File: src/rtl/hs_pkg.sv
// Shared types and defaults for the 4-phase handshake responder.
package hs_pkg;

  localparam int HS_CNT_W       = 16;
  localparam int HS_SYNC_STAGES = 2;

  typedef enum logic [2:0] {
    INIT,
    DRAIN,
    IDLE,
    ACK_HI,
    ACK_LO
  } hs_state_t;

endpackage

File: src/rtl/hs_sync.sv
// N-flop level synchroniser for a single asynchronous input; all flops clear on reset.
module hs_sync #(
  parameter int N = 2
) (
  input  logic clk,
  input  logic rst_n,
  input  logic d,
  output logic q
);

  logic [N-1:0] sync_q;

  always_ff @(posedge clk) begin
    if (!rst_n) sync_q <= '0;
    else        sync_q <= {sync_q[N-2:0], d};
  end

  assign q = sync_q[N-1];

endmodule

File: src/rtl/hs_ack_responder.sv
// Clocked 4-phase handshake terminator: acknowledges requests from an async
// stage chain, counts completed handshakes and holds off new ones when disabled.
module hs_ack_responder
  import hs_pkg::*;
#(
  parameter int CNT_W       = HS_CNT_W,
  parameter int SYNC_STAGES = HS_SYNC_STAGES
) (
  input  logic             clk,
  input  logic             rst_n,
  input  logic             ri,
  input  logic             en,
  input  logic             clear,
  output logic             ao,
  output logic [CNT_W-1:0] count,
  output logic             done,
  output logic             overflow,
  output logic             busy
);

  hs_state_t  state, state_d;
  logic       ri_s;
  logic [2:0] flush_cnt;
  logic       flush_done;
  logic       hs_done;
  logic       ao_d;

  hs_sync #(.N(SYNC_STAGES)) u_ri_sync (
    .clk   (clk),
    .rst_n (rst_n),
    .d     (ri),
    .q     (ri_s)
  );

  // Holds INIT long enough for any stale level to clear the synchroniser.
  assign flush_done = (flush_cnt == 3'(SYNC_STAGES));

  always_ff @(posedge clk) begin
    if (!rst_n)                         flush_cnt <= '0;
    else if (state == INIT && !flush_done) flush_cnt <= flush_cnt + 3'd1;
  end

  always_comb begin
    state_d = state;
    hs_done = 1'b0;
    case (state)
      INIT:    if (flush_done) state_d = ri_s ? DRAIN : IDLE;
      DRAIN:   if (!ri_s) state_d = IDLE;
      IDLE:    if (ri_s && en) state_d = ACK_HI;
      ACK_HI: begin
        if (!ri_s) begin
          state_d = ACK_LO;
          hs_done = 1'b1;
        end
      end
      ACK_LO:  state_d = IDLE;
      default: state_d = INIT;
    endcase
    ao_d = (state_d == ACK_HI);
  end

  // ao and done come straight from flops so the async stage never sees a decode glitch.
  always_ff @(posedge clk) begin
    if (!rst_n) begin
      state <= INIT;
      ao    <= 1'b0;
      done  <= 1'b0;
    end else begin
      state <= state_d;
      ao    <= ao_d;
      done  <= hs_done;
    end
  end

  always_ff @(posedge clk) begin
    if (!rst_n) begin
      count    <= '0;
      overflow <= 1'b0;
    end else if (hs_done) begin
      if (clear) begin
        count    <= CNT_W'(1);
        overflow <= 1'b0;
      end else begin
        count <= count + CNT_W'(1);
        if (&count) overflow <= 1'b1;
      end
    end else if (clear) begin
      count    <= '0;
      overflow <= 1'b0;
    end
  end

  assign busy = (state != IDLE);

endmodule

File: config.mk
export PLATFORM = sky130hd
export DESIGN_NAME = hs_ack_responder
export DESIGN_NICKNAME = d
export VERILOG_FILES = /design/src/rtl/hs_pkg.sv /design/src/rtl/hs_sync.sv /design/src/rtl/hs_ack_responder.sv
export SDC_FILE = /design/constraint.sdc
export NUM_CORES = 1
export LEC_CHECK = 0
export CAP_MARGIN = 25
export CORE_ASPECT_RATIO = 2
export CORE_MARGIN = 5
export CORE_UTILIZATION = 40
export CTS_BUF_LIST = sky130_fd_sc_hd__clkbuf_8
export DETAILED_ROUTE_END_ITERATION = 16
export PLACE_DENSITY = 0.71
export SYNTH_ARGS = -nofsm -noshare
export SYNTH_HDL_FRONTEND = slang
export SYNTH_SLANG_ARGS = --single-unit
File: constraint.sdc
create_clock -name clk -period 1.54 [get_ports clk]
set_clock_uncertainty 0.15 [all_clocks]
set_input_delay 0.385 -clock clk [delete_from_list [all_inputs] [get_ports clk]]
set_output_delay 0.385 -clock clk [all_outputs]
set_load 0.02 [all_outputs]
# Word-level counts from Yosys, hierarchy flattened
# Index checks and enable logic that the tools add are counted.
# W data, S select, Z words.
[word_totals] mem_bits_rw=0 input_bits=5 latch_bits=0 memories=0 reg_bits=27 rom_bits=0 word_cells=39 output_inout_bits=20
[classes] n_addsub=2 n_bitwise=0 mul=0 n_reduce_logical=8 n_div=0 n_mux=15 n_eq_ne=7 shift=0 n_lt_le_gt_ge=0
[op_table] op="$mux W16" n=3
[op_table] op="$add A16 B1 Y16 const B" n=1
[op_table] op="$reduce_and A16 Y1" n=1
[op_table] op="$pmux W3 S5" n=1
[op_table] op="$eq A3 B2 Y1 const B" n=4
[op_table] op="$mux W3" n=4
[op_table] op="$mux W1" n=6
[op_table] op="$reduce_bool A2 Y1" n=2
[op_table] op="$add A3 B1 Y3 const B" n=1
[op_table] op="$eq A3 B1 Y1 const B" n=1
[op_table] op="$eq A3 B3 Y1 const B" n=1
[op_table] op="$logic_not A3 Y1" n=1
[op_table] op="$ne A3 B2 Y1 const B" n=1
[op_table] op="$logic_and A1 B1 Y1" n=2
[op_table] op="$mux W2" n=1
[op_table] op="$reduce_and A2 Y1" n=1
[op_table] op="$logic_not A1 Y1" n=1

# Longest topological paths before layout
[logic_depth] word_depth=4 depth_mapped=6 ltp_nobuf=6

# Cells and area by module
# From an unflattened synthesis, not the netlist that was laid out.
[hier_totals] cells_unflattened=132 area_unflattened_um2=1202.4
[by_module_without_submodules] mod="hs_ack_responder" seq_area_each_um2=500.5 area_each_um2=1149.9 cells_each=128 n_inst=1
[by_module_without_submodules] mod="hs_sync" seq_area_each_um2=40.0 area_each_um2=52.6 cells_each=4 n_inst=1

# Worst setup path after synthesis
# OpenSTA, ideal clock, no wires.
[synth_path] path_type="reg-to-reg" from="register count[4]" to="register count[15]" arrival_ns=1.558 period_less_slack_ns=1.778 n_path_buf=0 setup_slack_ns=-0.238 path_stages_with_launch=5 setup_ns=0.070 required_ns=1.320 cell_sequence="dfxtp_1 and4_1 nand4_1 or4_1 a21oi_1"
[synth_via] elab_chain_len=3
[synth_rtl] element="from (decl)" line="hs_ack_responder.sv:15" source="output logic [CNT_W-1:0] count,"
[synth_rtl] element="from (signal assigned)" line="hs_ack_responder.sv:84" source="count <= count + CNT_W'(1);"
[synth_rtl] element="$add A16 B1 Y16" line="hs_ack_responder.sv:84"
[synth_rtl] element="$mux W16" line="hs_ack_responder.sv:80" source="if (clear) begin"
[synth_rtl] element="$mux W16" line="hs_ack_responder.sv:79" source="end else if (hs_done) begin"
# Every way passes these cells.
# A chain may end at the register's enable or synchronous reset.

# Worst setup path in the final report
[layout_path] from="register count[6]" to="register count[13]"
# The elaborated chain is that of the path after synthesis.

==> key figures <==
Synthesis
  • Largest family of logic cells by synthesized area: simple AND/OR/NAND/NOR gates
  • Cell count after synthesis: 129
  • Synth top area cells: dfxtp_1, nor2_1, xor2_1
  • Post-synth EDFFs: 0
  • Post-synth cell types: 36
  • Synth Flop Type: dfxtp_1
  • Multiplexer share of the synthesized area: 0
  • Synth Area in XOR/XNOR: 0.0899
  • Yosys warnings: 0
  • Share of synthesized flip-flops with an asynchronous set or reset: 0
  • Register area share after synthesis: 0.463
  • Yosys top cell area share: 0.463
  • Post-synthesis adder-cell area fraction: 0.0321
  • Flops & latches, synth: 27
  • Post-Synth Simple-Gate Area: 0.292
  • Avg Synthesized Cell Area: 9.06 µm²
  • Yosys top cell by area: dfxtp_1
  • Mapped cell area: 1170 µm²
  • Net Count, Synth: 137
  • Synth Area in Compound Gates: 0.0931

Global route
  • All-Layer GR Usage: 0.166
  • First-pass GRT wire length: 5.09 mm
  • Initial antenna violation count: 0
  • Vias in the first global route: 1190
  • Pin count of the biggest net entering global routing: 18
  • Grt total ovfl: 0

Final layout
  • Share of cells above drive strength 1: 0.518
  • Layout area overhead: 66.2%
  • Most common cell after layout, fill and taps aside: buf_4
  • Final cell area excluding filler cells: 1940 µm²
  • Most frequent cells in the layout: buf_4, nor2_1, dfxtp_1, dfxtp_2
  • Final core utilization: 0.701
  • Fill cells: 207
  • ANT cells: 0
  • Final #Nets: 200

CTS
  • CTS H-tree lvls: 1
  • Root Buffer: clkbuf_8
  • CTS max path bufs: 2
  • Worst-skew pair later-pin latency: 0.29 ns
  • Clock buffer count from CTS: 3
  • Clk sinks: 27
  • Clock-pin slew on the worst setup and hold paths: 0.11 ns
  • CTS tree: done

Flow run
  • Max-cap viol count: 0

STA
  • Final hold slack: 0.307 ns
  • Unrepaired setup endpoints after global routing: yes
  • FMAX: 608 MHz
  • Final setup fails: 8
  • Max_slew headroom: 0.805
  • Final WS setup: -0.104 ns
  • Fin crit period: 1.64 ns
  • Final Hold Vio Count: 0
  • Max Transition Viols Final: 0
  • Period Utilization, post-route: 1.07
  • Slew at the pin closest to its max-slew limit: 0.291 ns

Pwr
  • Power share of the combinational group: 0.249
  • Clk network pwr share: 0.274
  • Pwr dens: 836 nW/µm²
  • Max rail drop VDD: 0.000847 V
  • Total power draw: 1620 µW
  • Pleak: 0.000786 µW
  • Seq pwr share: 0.478
  • Cell-internal power: 1140 µW
  • Sw frac: 0.299
  • NetSw: 485 µW

Floorplanning
  • Num rows: 27
  • Die ar.: 4170 µm²
  • Top Ports: 25
  • Initial core utilization: 0.422
  • Core area: 2770 µm²
  • Die Ht: 86.4 µm
  • Die X: 48.2 µm

Drt
  • First-pass iteration count of the detailed router: 4
  • Via count: 1175
  • Wire length per cell: 14.8 µm
  • Routed WL: 3.25 mm
  • Vias per cell: 5.34
  • Drt initial violations: 28
  • Final ANT Viol Nets: 0
  • Drt drc: 0

Status
  • Status: finished, violations left
  • Failing checks: negative setup slack

Min path
  • Hold Path End: u_ri_sync.sync_q[1]
  • Hold Crit Class: flip-flop to flip-flop
  • Hold Crit Start: u_ri_sync.sync_q[0]
  • Worst Hold Path Cells: 1

Worst setup path
  • Worst reg2reg endpoint: count[13]
  • Worst Setup Path Type: flip-flop to flip-flop
  • CP Max Fanout: 5
  • R2R Path Start: count[6]
  • R2R depth: 4
  • Required time of the critical path: 1.62 ns
  • Crit start category: flip-flop
  • Worst setup EP type: flip-flop
  • Crit path DAT: 1.73 ns
  • Reg2reg setup slack: -0.10 ns

Placement
  • Placement Cell Area: 1730 µm²
  • Dpl hpwl: 2.37 mm
  • Placer Congestion: 0.829
  • IO Port Bufs: 24
[per-stage QoR]
step / TNS [ns] / cells / worst slack (ns)
floorplan: -0.104 / 129 / -0.0522
global placement: -0.811 / 207 / -0.106
detailed placement: -1.08 / 207 / -0.139
CTS: -0.404 / 215 / -0.106
global route: -1.05 / 220 / -0.226
finish: -0.377 / 220 / -0.104
[power by group through the flow]
| stage | Sequential [µW] | Clock [µW] | Combinational [µW] |
|---|---|---|---|
| detailed placement | 780 | 0 | 293 |
| floorplan | 768 | 0 | 194 |
| global route | 781 | 479 | 445 |
| global placement | 777 | 0 | 273 |
| finish | 776 | 445 | 404 |
| CTS | 767 | 449 | 297 |
[how the worst max path moves through the flow]
stage	start	to	slack (ns)	depth (start not counted)
6_report	count[6]	count[13]	-0.10	4
5_1_grt	count[6]	count[13]	-0.23	4
3_3_place_gp	state[2]	busy	-0.11	3
4_1_cts	state[0]	busy	-0.11	3
2_1_floorplan	count[5]	count[15]	-0.05	4
3_5_place_dp	state[2]	busy	-0.14	3
[routing by layer]
| metal | vias up | global-route usage | routed length, µm |
|---|---|---|---|
| met5 | - | 0 | 0 |
| met4 | 0 | 0.0784 | 78 |
| met3 | 7 | 0.0249 | 151 |
| met2 | 29 | 0.302 | 1900 |
| met1 | 561 | 0.165 | 1130 |
| li1 | 578 | - | - |
[sequential cells by signal, summed over array words and instances, names as in the netlist]
name,count
count,16
overflow,1
flush_cnt,3
u_ri_sync.sync_q,2
state,3
ao,1
done,1
[Yosys cell counts (3+ instances only)]
| master | count |
|---|---|
| nand2_1 | 7 |
| ha_1 | 3 |
| nor3_1 | 3 |
| nand4_1 | 5 |
| dfxtp_1 | 27 |
| and2_1 | 3 |
| inv_1 | 4 |
| xnor2_1 | 5 |
| nand3_1 | 5 |
| a21oi_1 | 6 |
| o21ai_0 | 3 |
| xor2_1 | 7 |
| nor2_1 | 20 |
| a211oi_1 | 3 |
[worst max-delay path, stage by stage (launching register included)]
cell and delay [ns]:
dfxtp_4 0.37, and4_4 0.23, nand4_1 0.18, or4_1 0.54
a21oi_2 0.13
[final cells by class]
class / count / area (µm²) / area share
Multi-Input combinational cell: 94 / 756 / 0.389
Sequential cell: 27 / 579 / 0.298
Timing Repair Buffer: 62 / 505 / 0.260
Clock buffer: 3 / 41.3 / 0.0213
Tap cell: 29 / 36.3 / 0.0187
Inverter: 4 / 15.0 / 0.00773
Clock inverter: 1 / 8.76 / 0.00451
[cell families (layout without fill, tap and decap cells)]
logic type,after synthesis,after routing
compound gates,17,17
simple gates,62,62
flops,27,27
buf+inv,8,70
fa+ha+maj,3,3
xor+xnor,12,12
[repair_timing]
item / in CTS / in global routing
pin swaps: 12 / 16
hold buffers: 0 / 0
endpoints found under the setup margin: 32 / 35
resized for setup: 43 / 45
buffers inserted: 4 / 5
No activity file was read; power rests on OpenSTA's default activity.
